==> config.mk <==
export PLATFORM = sky130hd
export DESIGN_NAME = security_zone_ctrl
export DESIGN_NICKNAME = d
export VERILOG_FILES = /design/src/rtl/security_zone_ctrl.sv
export SDC_FILE = /design/constraint.sdc
export NUM_CORES = 1
export LEC_CHECK = 0
export ABC_AREA = 0
export BUFFER_PORTS_ARGS = -buffer_cell sky130_fd_sc_hd__buf_2
export CORE_AREA = 2 2 51 53
export CTS_BUF_LIST = sky130_fd_sc_hd__clkbuf_4
export DETAILED_ROUTE_END_ITERATION = 8
export DIE_AREA = 0 0 53 55
export PLACE_DENSITY_LB_ADDON = 0.25
export SKIP_LAST_GASP = 1
export SYNTH_ARGS = -nofsm -noshare
export SYNTH_HDL_FRONTEND = slang
export SYNTH_SLANG_ARGS = --single-unit
export TNS_END_PERCENT = 30
==> constraint.sdc <==
create_clock -name clk -period 2.3 [get_ports clk]
set_input_delay 0.23 -clock clk [delete_from_list [all_inputs] [get_ports clk]]
set_output_delay 0.23 -clock clk [all_outputs]
set_load 0.005 [all_outputs]
==> src/rtl/security_zone_ctrl.sv <==
// Multi-zone door lock / intrusion alarm supervisor behind a single PIN keypad.
// Adds failed-attempt lockout, auto-relock timing and per-zone alarm latching.
module security_zone_ctrl #(
    parameter int NUM_ZONES      = 4,
    parameter int MAX_ATTEMPTS   = 3,
    parameter int RELOCK_CYCLES  = 16,
    parameter int LOCKOUT_CYCLES = 32
) (
    input  logic                                clk,
    input  logic                                rst,
    input  logic                                pin_valid,
    input  logic                                pin_correct,
    input  logic                                lock_req,
    input  logic [NUM_ZONES-1:0]                door_closed,
    input  logic [NUM_ZONES-1:0]                intruder_detected,
    output logic                                lock_state,
    output logic                                alarm_state,
    output logic                                lockout_state,
    output logic [NUM_ZONES-1:0]                alarm_zone,
    output logic [$clog2(MAX_ATTEMPTS+1)-1:0]   fail_count,
    output logic [1:0]                          dbg_state
);

    localparam int FW = $clog2(MAX_ATTEMPTS + 1);
    localparam int RW = $clog2(RELOCK_CYCLES + 1);
    localparam int LW = $clog2(LOCKOUT_CYCLES + 1);

    localparam logic [1:0] S_LOCKED   = 2'b00;
    localparam logic [1:0] S_UNLOCKED = 2'b01;
    localparam logic [1:0] S_ALARM    = 2'b10;
    localparam logic [1:0] S_LOCKOUT  = 2'b11;

    localparam logic [FW-1:0] FAIL_MAX     = FW'(MAX_ATTEMPTS);
    localparam logic [FW-1:0] FAIL_ONE     = FW'(1);
    localparam logic [RW-1:0] RELOCK_INIT  = RW'(RELOCK_CYCLES);
    localparam logic [RW-1:0] RELOCK_ONE   = RW'(1);
    localparam logic [LW-1:0] LOCKOUT_INIT = LW'(LOCKOUT_CYCLES);
    localparam logic [LW-1:0] LOCKOUT_ONE  = LW'(1);

    logic [1:0]           r_state;
    logic [FW-1:0]        r_fail;
    logic [NUM_ZONES-1:0] r_zone;
    logic [RW-1:0]        r_relock;
    logic [LW-1:0]        r_lockout;

    logic [1:0]           w_state_nxt;
    logic [FW-1:0]        w_fail_nxt;
    logic [NUM_ZONES-1:0] w_zone_nxt;
    logic [RW-1:0]        w_relock_nxt;
    logic [LW-1:0]        w_lockout_nxt;

    logic w_any_intr;
    logic w_all_closed;
    logic w_good;
    logic w_bad;

    assign w_any_intr   = |intruder_detected;
    assign w_all_closed = &door_closed;
    assign w_good       = pin_valid & pin_correct;
    assign w_bad        = pin_valid & ~pin_correct;

    always_comb begin
        w_state_nxt   = r_state;
        w_fail_nxt    = r_fail;
        w_zone_nxt    = r_zone;
        w_relock_nxt  = r_relock;
        w_lockout_nxt = r_lockout;
        case (r_state)
            S_LOCKED: begin
                if (w_any_intr) begin
                    w_state_nxt = S_ALARM;
                    w_zone_nxt  = intruder_detected;
                end else if (w_good && w_all_closed) begin
                    w_state_nxt  = S_UNLOCKED;
                    w_fail_nxt   = '0;
                    w_relock_nxt = RELOCK_INIT;
                end else if (w_bad) begin
                    // The attempt that reaches the limit is the one that locks the keypad out.
                    if (r_fail >= FAIL_MAX - FAIL_ONE) begin
                        w_state_nxt   = S_LOCKOUT;
                        w_fail_nxt    = FAIL_MAX;
                        w_lockout_nxt = LOCKOUT_INIT;
                    end else begin
                        w_fail_nxt = r_fail + FAIL_ONE;
                    end
                end
            end
            S_UNLOCKED: begin
                if (w_any_intr) begin
                    w_state_nxt  = S_ALARM;
                    w_zone_nxt   = intruder_detected;
                    w_relock_nxt = '0;
                end else if (lock_req && w_all_closed) begin
                    w_state_nxt  = S_LOCKED;
                    w_relock_nxt = '0;
                end else if (!w_all_closed) begin
                    w_relock_nxt = RELOCK_INIT;
                end else if (r_relock <= RELOCK_ONE) begin
                    w_state_nxt  = S_LOCKED;
                    w_relock_nxt = '0;
                end else begin
                    w_relock_nxt = r_relock - RELOCK_ONE;
                end
            end
            S_ALARM: begin
                // A correct PIN clears the alarm even if a sensor fires in the same cycle.
                if (w_good) begin
                    w_state_nxt = S_LOCKED;
                    w_zone_nxt  = '0;
                    w_fail_nxt  = '0;
                end else begin
                    w_zone_nxt = r_zone | intruder_detected;
                    if (w_bad && (r_fail < FAIL_MAX)) begin
                        w_fail_nxt = r_fail + FAIL_ONE;
                    end
                end
            end
            default: begin
                if (w_any_intr) begin
                    w_state_nxt   = S_ALARM;
                    w_zone_nxt    = intruder_detected;
                    w_lockout_nxt = '0;
                end else if (r_lockout <= LOCKOUT_ONE) begin
                    w_state_nxt   = S_LOCKED;
                    w_fail_nxt    = '0;
                    w_lockout_nxt = '0;
                end else begin
                    w_lockout_nxt = r_lockout - LOCKOUT_ONE;
                end
            end
        endcase
    end

    always_ff @(posedge clk) begin
        if (!rst) begin
            r_state   <= S_LOCKED;
            r_fail    <= '0;
            r_zone    <= '0;
            r_relock  <= '0;
            r_lockout <= '0;
        end else begin
            r_state   <= w_state_nxt;
            r_fail    <= w_fail_nxt;
            r_zone    <= w_zone_nxt;
            r_relock  <= w_relock_nxt;
            r_lockout <= w_lockout_nxt;
        end
    end

    assign lock_state    = (r_state != S_UNLOCKED);
    assign alarm_state   = (r_state == S_ALARM);
    assign lockout_state = (r_state == S_LOCKOUT);
    assign alarm_zone    = r_zone;
    assign fail_count    = r_fail;
    assign dbg_state     = r_state;

endmodule

==> run metrics, run 1 <==
H-tree depth 1; Post-CTS Setup Inserts 0; Post-Synthesis Cells 160; Syn Std Cell Area 0.00131 mm2; Avg Inst Size Synth 8.17 um2; die span in y between 50 and 60 um; share of cells above drive strength 1 20.7%; DRC viols 0; Design Area, Final 0.00148 mm2; cells on worst reg2reg path 6; sequential share of power 44.1%; Via density a little under 6; area growth from synthesis to layout 13.1%; Slew @ Worst Pin 0.378 ns; vias in the first global route between 1,000 and 1,500; Crit. End Element register; Initial Utilization between 50% and 60%; CTS root buf clkbuf_4; initial antenna violation count 0; IO Pins 24; final hold vios 0; Syn Nets 185; final WL 2840 um; GR Overflow Total 0; Final Max Tran Viols 0; P_leak 0.651 nW; Combinational Power Share between 30% and 40%; synth unique cells 41; DR vias 1,243; Cell Rows 18; final core utilization 62.5%; Clock Power Share 21.0%; hold buffers post-CTS 0; drt first-iter violations 23; Die ar. about 0.0029 mm2; Hold WC Path Type input port to register; Post-synth top cells 19 x dfxtp_1, 16 x nand2_1, 15 x nor2_1; clk_skew 0.00150 ns; dominant cell by count in the synthesized netlist dfxtp_1; Synth Register Bits 19; DP Area about 0.0014 mm2; first-pass GRT wire length 4780 um; switching power a little over 0.0003 W; crit path to r_lockout[0]; final worst path period share 80.6%; Int Power between 0.0005 and 0.0006 W; placer congestion estimate 0.848; worst-path fanout max 8; FF-to-FF End r_lockout[0]; Worst setup SP type register; post-synth top area share 29.1%; worst skew pair latency 0.30 ns; Pre-antenna DRT Iters 4; I/O Buffers 23; Max VDD drop approximately 0.46 mV; largest net degree at the start of global routing 22; CTS Buf Count 3; Max Cap Viol 0; chip width 53 um; EDFF count, synth 0; clock sink count 19; CP required about 2.6 ns; RSZ-0062 raised after global routing false; core area 0.00236 mm2; Slew headroom 74.5%; sequential cell area fraction in the yosys report 29.1%; synth top area cells dfxtp_1 29%, ha_1 11%, nand2_1 4.6%, nor2_1 4.3%, o21ai_0 4.2%; Final min period 1.85 ns; Reg-to-Reg Start dbg_state[0]; clock transition at the registers of the reported paths ~0.11 ns; CTS Buffer Depth 2; Final Setup Violations 0; crit path kind register to register; Resized Gates After CTS 0; dpl hpwl roughly 2200 um; area leader, netlist dfxtp_1; final net count 210; Post-synth top flop dfxtp_1; crit path launch dbg_state[0]; Sw Share a little over a third; DR WL/cell 13.3 um; status finished clean; total global-route track usage 21.8%; final setup TNS 0 ns; critical path arrival 2.11 ns; power per cell area 603 mW/mm2; asr flop ratio synth 0%; maximum clock frequency 539 MHz; Antenna Nets Post-Route 0; CTS tree built; synth warn 0; R2R setup slack approximately 0.45 ns; Ant. Diodes 0
==> layout make-up <==
class,instances,area [um2]
Sequential cell,19,380
Multi-Input combinational cell,125,860
Timing Repair Buffer,25,130
Clock buffer,4,30.0
Fill cell,214,886
Inverter,11,41.3
Tap cell,30,37.5
==> stage by stage <==
step / cells / power (W) / setup slack [ns] / hold slack (ns)
after floorplan: 160 / 0.000623 / 0.448 / 0.347
after global placement: 210 / 0.000697 / 0.375 / 0.463
after detailed placement: 210 / 0.000709 / 0.324 / 0.473
after CTS: 214 / 0.000895 / 0.439 / 0.157
after global routing: 214 / 0.000950 / 0.290 / 0.180
final: 214 / 0.000891 / 0.446 / 0.162
==> sequential cells by signal, summed over array words and instances, names as in the netlist <==
name / count
alarm_zone: 4
dbg_state: 2
fail_count: 2
r_lockout: 6
r_relock: 5
==> power by group through the flow <==
stage                     clock [W]  sequential [W]  combinational (W)
after global routing       0.000201        0.000399           0.000350
after CTS                  0.000191        0.000393           0.000311
after floorplan                   0        0.000397           0.000226
after detailed placement          0        0.000401           0.000309
after global placement            0        0.000397           0.000300
final                      0.000187        0.000393           0.000311
==> worst max-delay path, cell delays in order (launching register included) <==
cell	delay, ns
dfxtp_1	0.42
inv_1	0.08
ha_1	0.43
or2_2	0.34
or2_2	0.30
o21ai_1	0.11
and2_1	0.12
==> worst min path at each step <==
stage,from,endpoint,slack [ns],cells past startpoint
2_1_floorplan,intruder_detected[0],alarm_zone[0],0.35,2
3_5_place_dp,alarm_zone[3],alarm_zone[3],0.47,2
6_report,intruder_detected[0],alarm_zone[0],0.16,3
3_3_place_gp,alarm_zone[3],alarm_zone[3],0.46,2
5_1_grt,intruder_detected[1],alarm_zone[1],0.18,3
4_1_cts,intruder_detected[0],alarm_zone[0],0.16,3
==> layer usage <==
metal / routed length, um / share of wire [%] / GRT usage [%]
met1: 1340 / 47 / 28.1
met2: 1330 / 47 / 37.1
met3: 106 / 3.7 / 1.61
met4: 63 / 2.2 / 10.7
met5: 0 / 0 / 0
==> layout by cell type (no fill, tap or decap), types with 2 or more instances in the layout <==
cell type,synthesis,layout
buf_2,0,23
dfxtp_1,19,19
nand2_1,16,16
nor2_1,15,15
ha_1,12,12
inv_1,11,11
o21ai_0,11,11
nand3_1,6,6
a21oi_1,6,6
nor3_1,5,5
o31ai_1,4,4
and2_1,4,4
clkbuf_4,0,4
nand2b_1,3,3
xnor2_1,3,3
o21ai_1,3,3
mux2i_1,3,3
a31oi_1,3,3
o21bai_1,2,2
nor4_1,2,2
or2_2,2,2
nand4_1,2,2
o22ai_1,2,2
o21a_1,2,2
and3b_1,2,2
a32o_1,2,2
buf_4,0,2
==> cells by family after synthesis <==
logic type / after synthesis / share of synthesized area [%]
compound gates: 42 / 22.7
xor+xnor: 3 / 2.01
fa+ha+maj: 12 / 11.5
buf+inv: 16 / 5.17
flops: 19 / 29.1
mux: 3 / 2.30
simple gates: 65 / 27.3
Note: power is estimated with default switching activity, not from simulation.
==> run 2: changes to the inputs <==
--- a/config.mk
+++ b/config.mk
@@ -5,12 +5,12 @@
 export SDC_FILE = /design/constraint.sdc
 export NUM_CORES = 1
 export LEC_CHECK = 0
-export ABC_AREA = 0
+export ABC_AREA = 1
 export BUFFER_PORTS_ARGS = -buffer_cell sky130_fd_sc_hd__buf_2
-export CORE_AREA = 2 2 51 53
+export CORE_AREA = 2 2 52 54
 export CTS_BUF_LIST = sky130_fd_sc_hd__clkbuf_4
 export DETAILED_ROUTE_END_ITERATION = 8
-export DIE_AREA = 0 0 53 55
+export DIE_AREA = 0 0 54 56
 export PLACE_DENSITY_LB_ADDON = 0.25
 export SKIP_LAST_GASP = 1
 export SYNTH_ARGS = -nofsm -noshare
==> constraint.sdc (replaced) <==
create_clock -name clk -period 1.85 [get_ports clk]
set_input_delay 0.185 -clock clk [delete_from_list [all_inputs] [get_ports clk]]
set_output_delay 0.185 -clock clk [all_outputs]
set_load 0.005 [all_outputs]
==> run metrics, run 2 <==
status finished clean; placed insts 249 (+19%); synth warn 0 (unchanged); Non-Filler Instances 253 (+18%); Slew @ Worst Pin 0.475 ns (+0.0963 ns); Final min period 1.61 ns (-0.246 ns); Slew headroom 68.0% (-6.5 points); Avg Inst Size Synth 6.81 um2 (-17%); CP required 2.06 ns (-0.49 ns); clock sink count 19 (unchanged); Syn Nets 222 (+20%); hold buffers post-CTS 0 (unchanged); initial antenna violation count 0 (unchanged); Reg-to-Reg Start dbg_state[0]; share of cells above drive strength 1 22.9% (+2.2 points); Post-Synthesis Cells 197 (+23%); worst-path fanout max 6 (-2); Design Area, Final 0.00151 mm2 (+2.3%); dominant cell by count in the synthesized netlist nand2_1; commonest non-fill, non-tap cell in the layout nand2_1; crit path to dbg_state[0]; RSZ-0062 raised after global routing false; pre-CTS setup slack 0.267 ns (-0.0568 ns); area growth from synthesis to layout 12.8%; maximum clock frequency 622 MHz (+15%); # fillers 229 (+7.0%); Cell Rows 18 (unchanged); Post-synth top flop dfxtp_1; CTS Buffer Depth 2 (unchanged); dpl hpwl 2360 um (+8.9%); max reg flops 6 (unchanged); DRC viols 0 (unchanged); power per cell area 787 mW/mm2 (+31%); final hold vios 0 (unchanged); Syn Std Cell Area 0.00134 mm2 (+2.6%); P_leak 0.768 nW (+18%); area leader, netlist dfxtp_1; Crit. End Element register; CTS tree built; die span in y 56 um (+1.8%); Post-CTS Setup Inserts 0 (unchanged); CTS Buf Count 3 (unchanged); EDFF count, synth 0 (unchanged); GR Overflow Total 0 (unchanged); DR WL/cell 11.7 um (-12%); crit path launch dbg_state[0]; crit path kind register to register; final setup TNS 0 ns (unchanged); FF-to-FF End dbg_state[0]; Max VDD drop 0.536 mV (+18%); asr flop ratio synth 0% (unchanged); total global-route track usage 21.8% (about the same); Worst Hold Depth 3 (unchanged); worst skew pair latency 0.30 ns (about the same); final net count 249 (+19%); Final Setup Violations 0 (unchanged); Pre-antenna DRT Iters 4 (unchanged); H-tree depth 1 (unchanged); vias in the first global route 1,207 (+6.1%); DR vias 1,317 (+6.0%); clock transition at the registers of the reported paths 0.11 ns (about the same); I/O Buffers 23 (unchanged); Initial Utilization 55.1% (-0.15 points); synth unique cells 28 (-32%); leading cell types in the layout, fill and taps excluded 43 x nand2_1, 29 x nor2_1, 23 x buf_2; final worst path period share 86.9% (+6.3 points); final WL 2960 um (+4.4%); Die ar. 0.00302 mm2 (+3.7%); Synth Register Bits 19 (unchanged); drt first-iter violations 35 (+52%); Hold WC Path Type input port to register; post-synth top area share 28.4% (-0.73 points); largest net degree at the start of global routing 13 (-41%); Via density 5.21 (-10%); sequential cell area fraction in the yosys report 28.4% (-0.73 points); Worst setup SP type register; DP Area 0.00148 mm2 (+2.3%); Antenna Nets Post-Route 0 (unchanged); Hold WS 0.0996 ns (-0.0620 ns); first-pass GRT wire length 5030 um (+5.2%); setup ws final 0.241 ns (-0.204 ns); critical path arrival 1.82 ns (-0.29 ns); clk_skew 0.00315 ns (+0.00165 ns); Final Max Tran Viols 0 (unchanged); Largest Register r_lockout; chip width 54 um (+1.9%); core area 0.00243 mm2 (+2.9%); Post-synth top cells 43 x nand2_1, 29 x nor2_1, 22 x inv_1; CTS root buf clkbuf_4; Resized Gates After CTS 0 (unchanged); cells on worst reg2reg path 12 (+6); Max Cap Viol 0 (unchanged); IO Pins 24 (unchanged); placer congestion estimate 0.810 (-4.5%); R2R setup slack 0.24 ns (-0.20 ns); Ant. Diodes 0 (unchanged); synth top area cells dfxtp_1 28%, nand2_1 12%, ha_1 11%, nor2_1 8.1%, inv_1 6.2%
run 2: cell families (layout without fill, tap and decap cells):
| family | after synthesis | in the layout | share of synthesized area [%] |
|---|---|---|---|
| AOI/OAI and AO/OA | 32 | 32 | 13.4 |
| xor gates and xnor gates | 1 | 1 | 0.653 |
| adders and majority gates | 12 | 12 | 11.2 |
| buffers and inverters | 28 | 54 | 8.49 |
| DFF | 19 | 19 | 28.4 |
| and+or+nand+nor | 105 | 105 | 37.9 |
run 2: layer usage:
layer / vias up / global-route usage, % / routed length [um]
met2: 40 / 36.4 / 1420
met1: 595 / 27.8 / 1350
met4: 0 / 7.86 / 66
li1: 675 / - / -
met3: 7 / 2.96 / 129
met5: - / 0 / 0
run 2: final cells by class:
cell class              count  area, um2  share of cell area [%]
clock buffers               4       30.0                    1.99
flip-flops and latches     19        380                    25.1
inverters                  27        103                    6.78
well taps                  30       37.5                    2.48
multi-input cells         150        847                    56.0
repair buffers             23        115                    7.61
run 2: through the flow:
| stage | power [W] | util, % |
|---|---|---|
| 6_report | 0.00119 | 62.2 |
| 5_1_grt | 0.00127 | 62.2 |
| 4_1_cts | 0.00119 | 62.2 |
| 3_5_place_dp | 0.000963 | 61.0 |
| 3_3_place_gp | 0.000943 | 61.0 |
| 2_1_floorplan | 0.000853 | - |
run 2: worst min-delay path by stage:
stage / start / to / slack (ns)
2_1_floorplan: intruder_detected[0] / alarm_zone[0] / 0.30
3_3_place_gp: intruder_detected[2] / alarm_zone[2] / 0.41
3_5_place_dp: intruder_detected[0] / alarm_zone[0] / 0.41
4_1_cts: intruder_detected[3] / alarm_zone[3] / 0.10
5_1_grt: intruder_detected[3] / alarm_zone[3] / 0.11
6_report: intruder_detected[0] / alarm_zone[0] / 0.1
run 2: worst max-delay path, cell delays in order, from the launching register on:
cell and delay [ns]:
dfxtp_1 0.40, inv_1 0.10, ha_1 0.30, inv_2 0.16
nand2_4 0.07, nor2_2 0.07, nand2_1 0.05, nand2_1 0.07
nand2_1 0.06, nand3_2 0.10, nand2_1 0.05, nand2_1 0.05
nor2_1 0.04
run 2: power breakdown:
group	leakage [nW]	switching (W)	internal, W
Combinational	0.594	0.000297	0.000170
Clock	0.0184	0.000134	0.0000988
Sequential	0.156	0.0000384	0.000451
Total	0.768	0.000470	0.000720
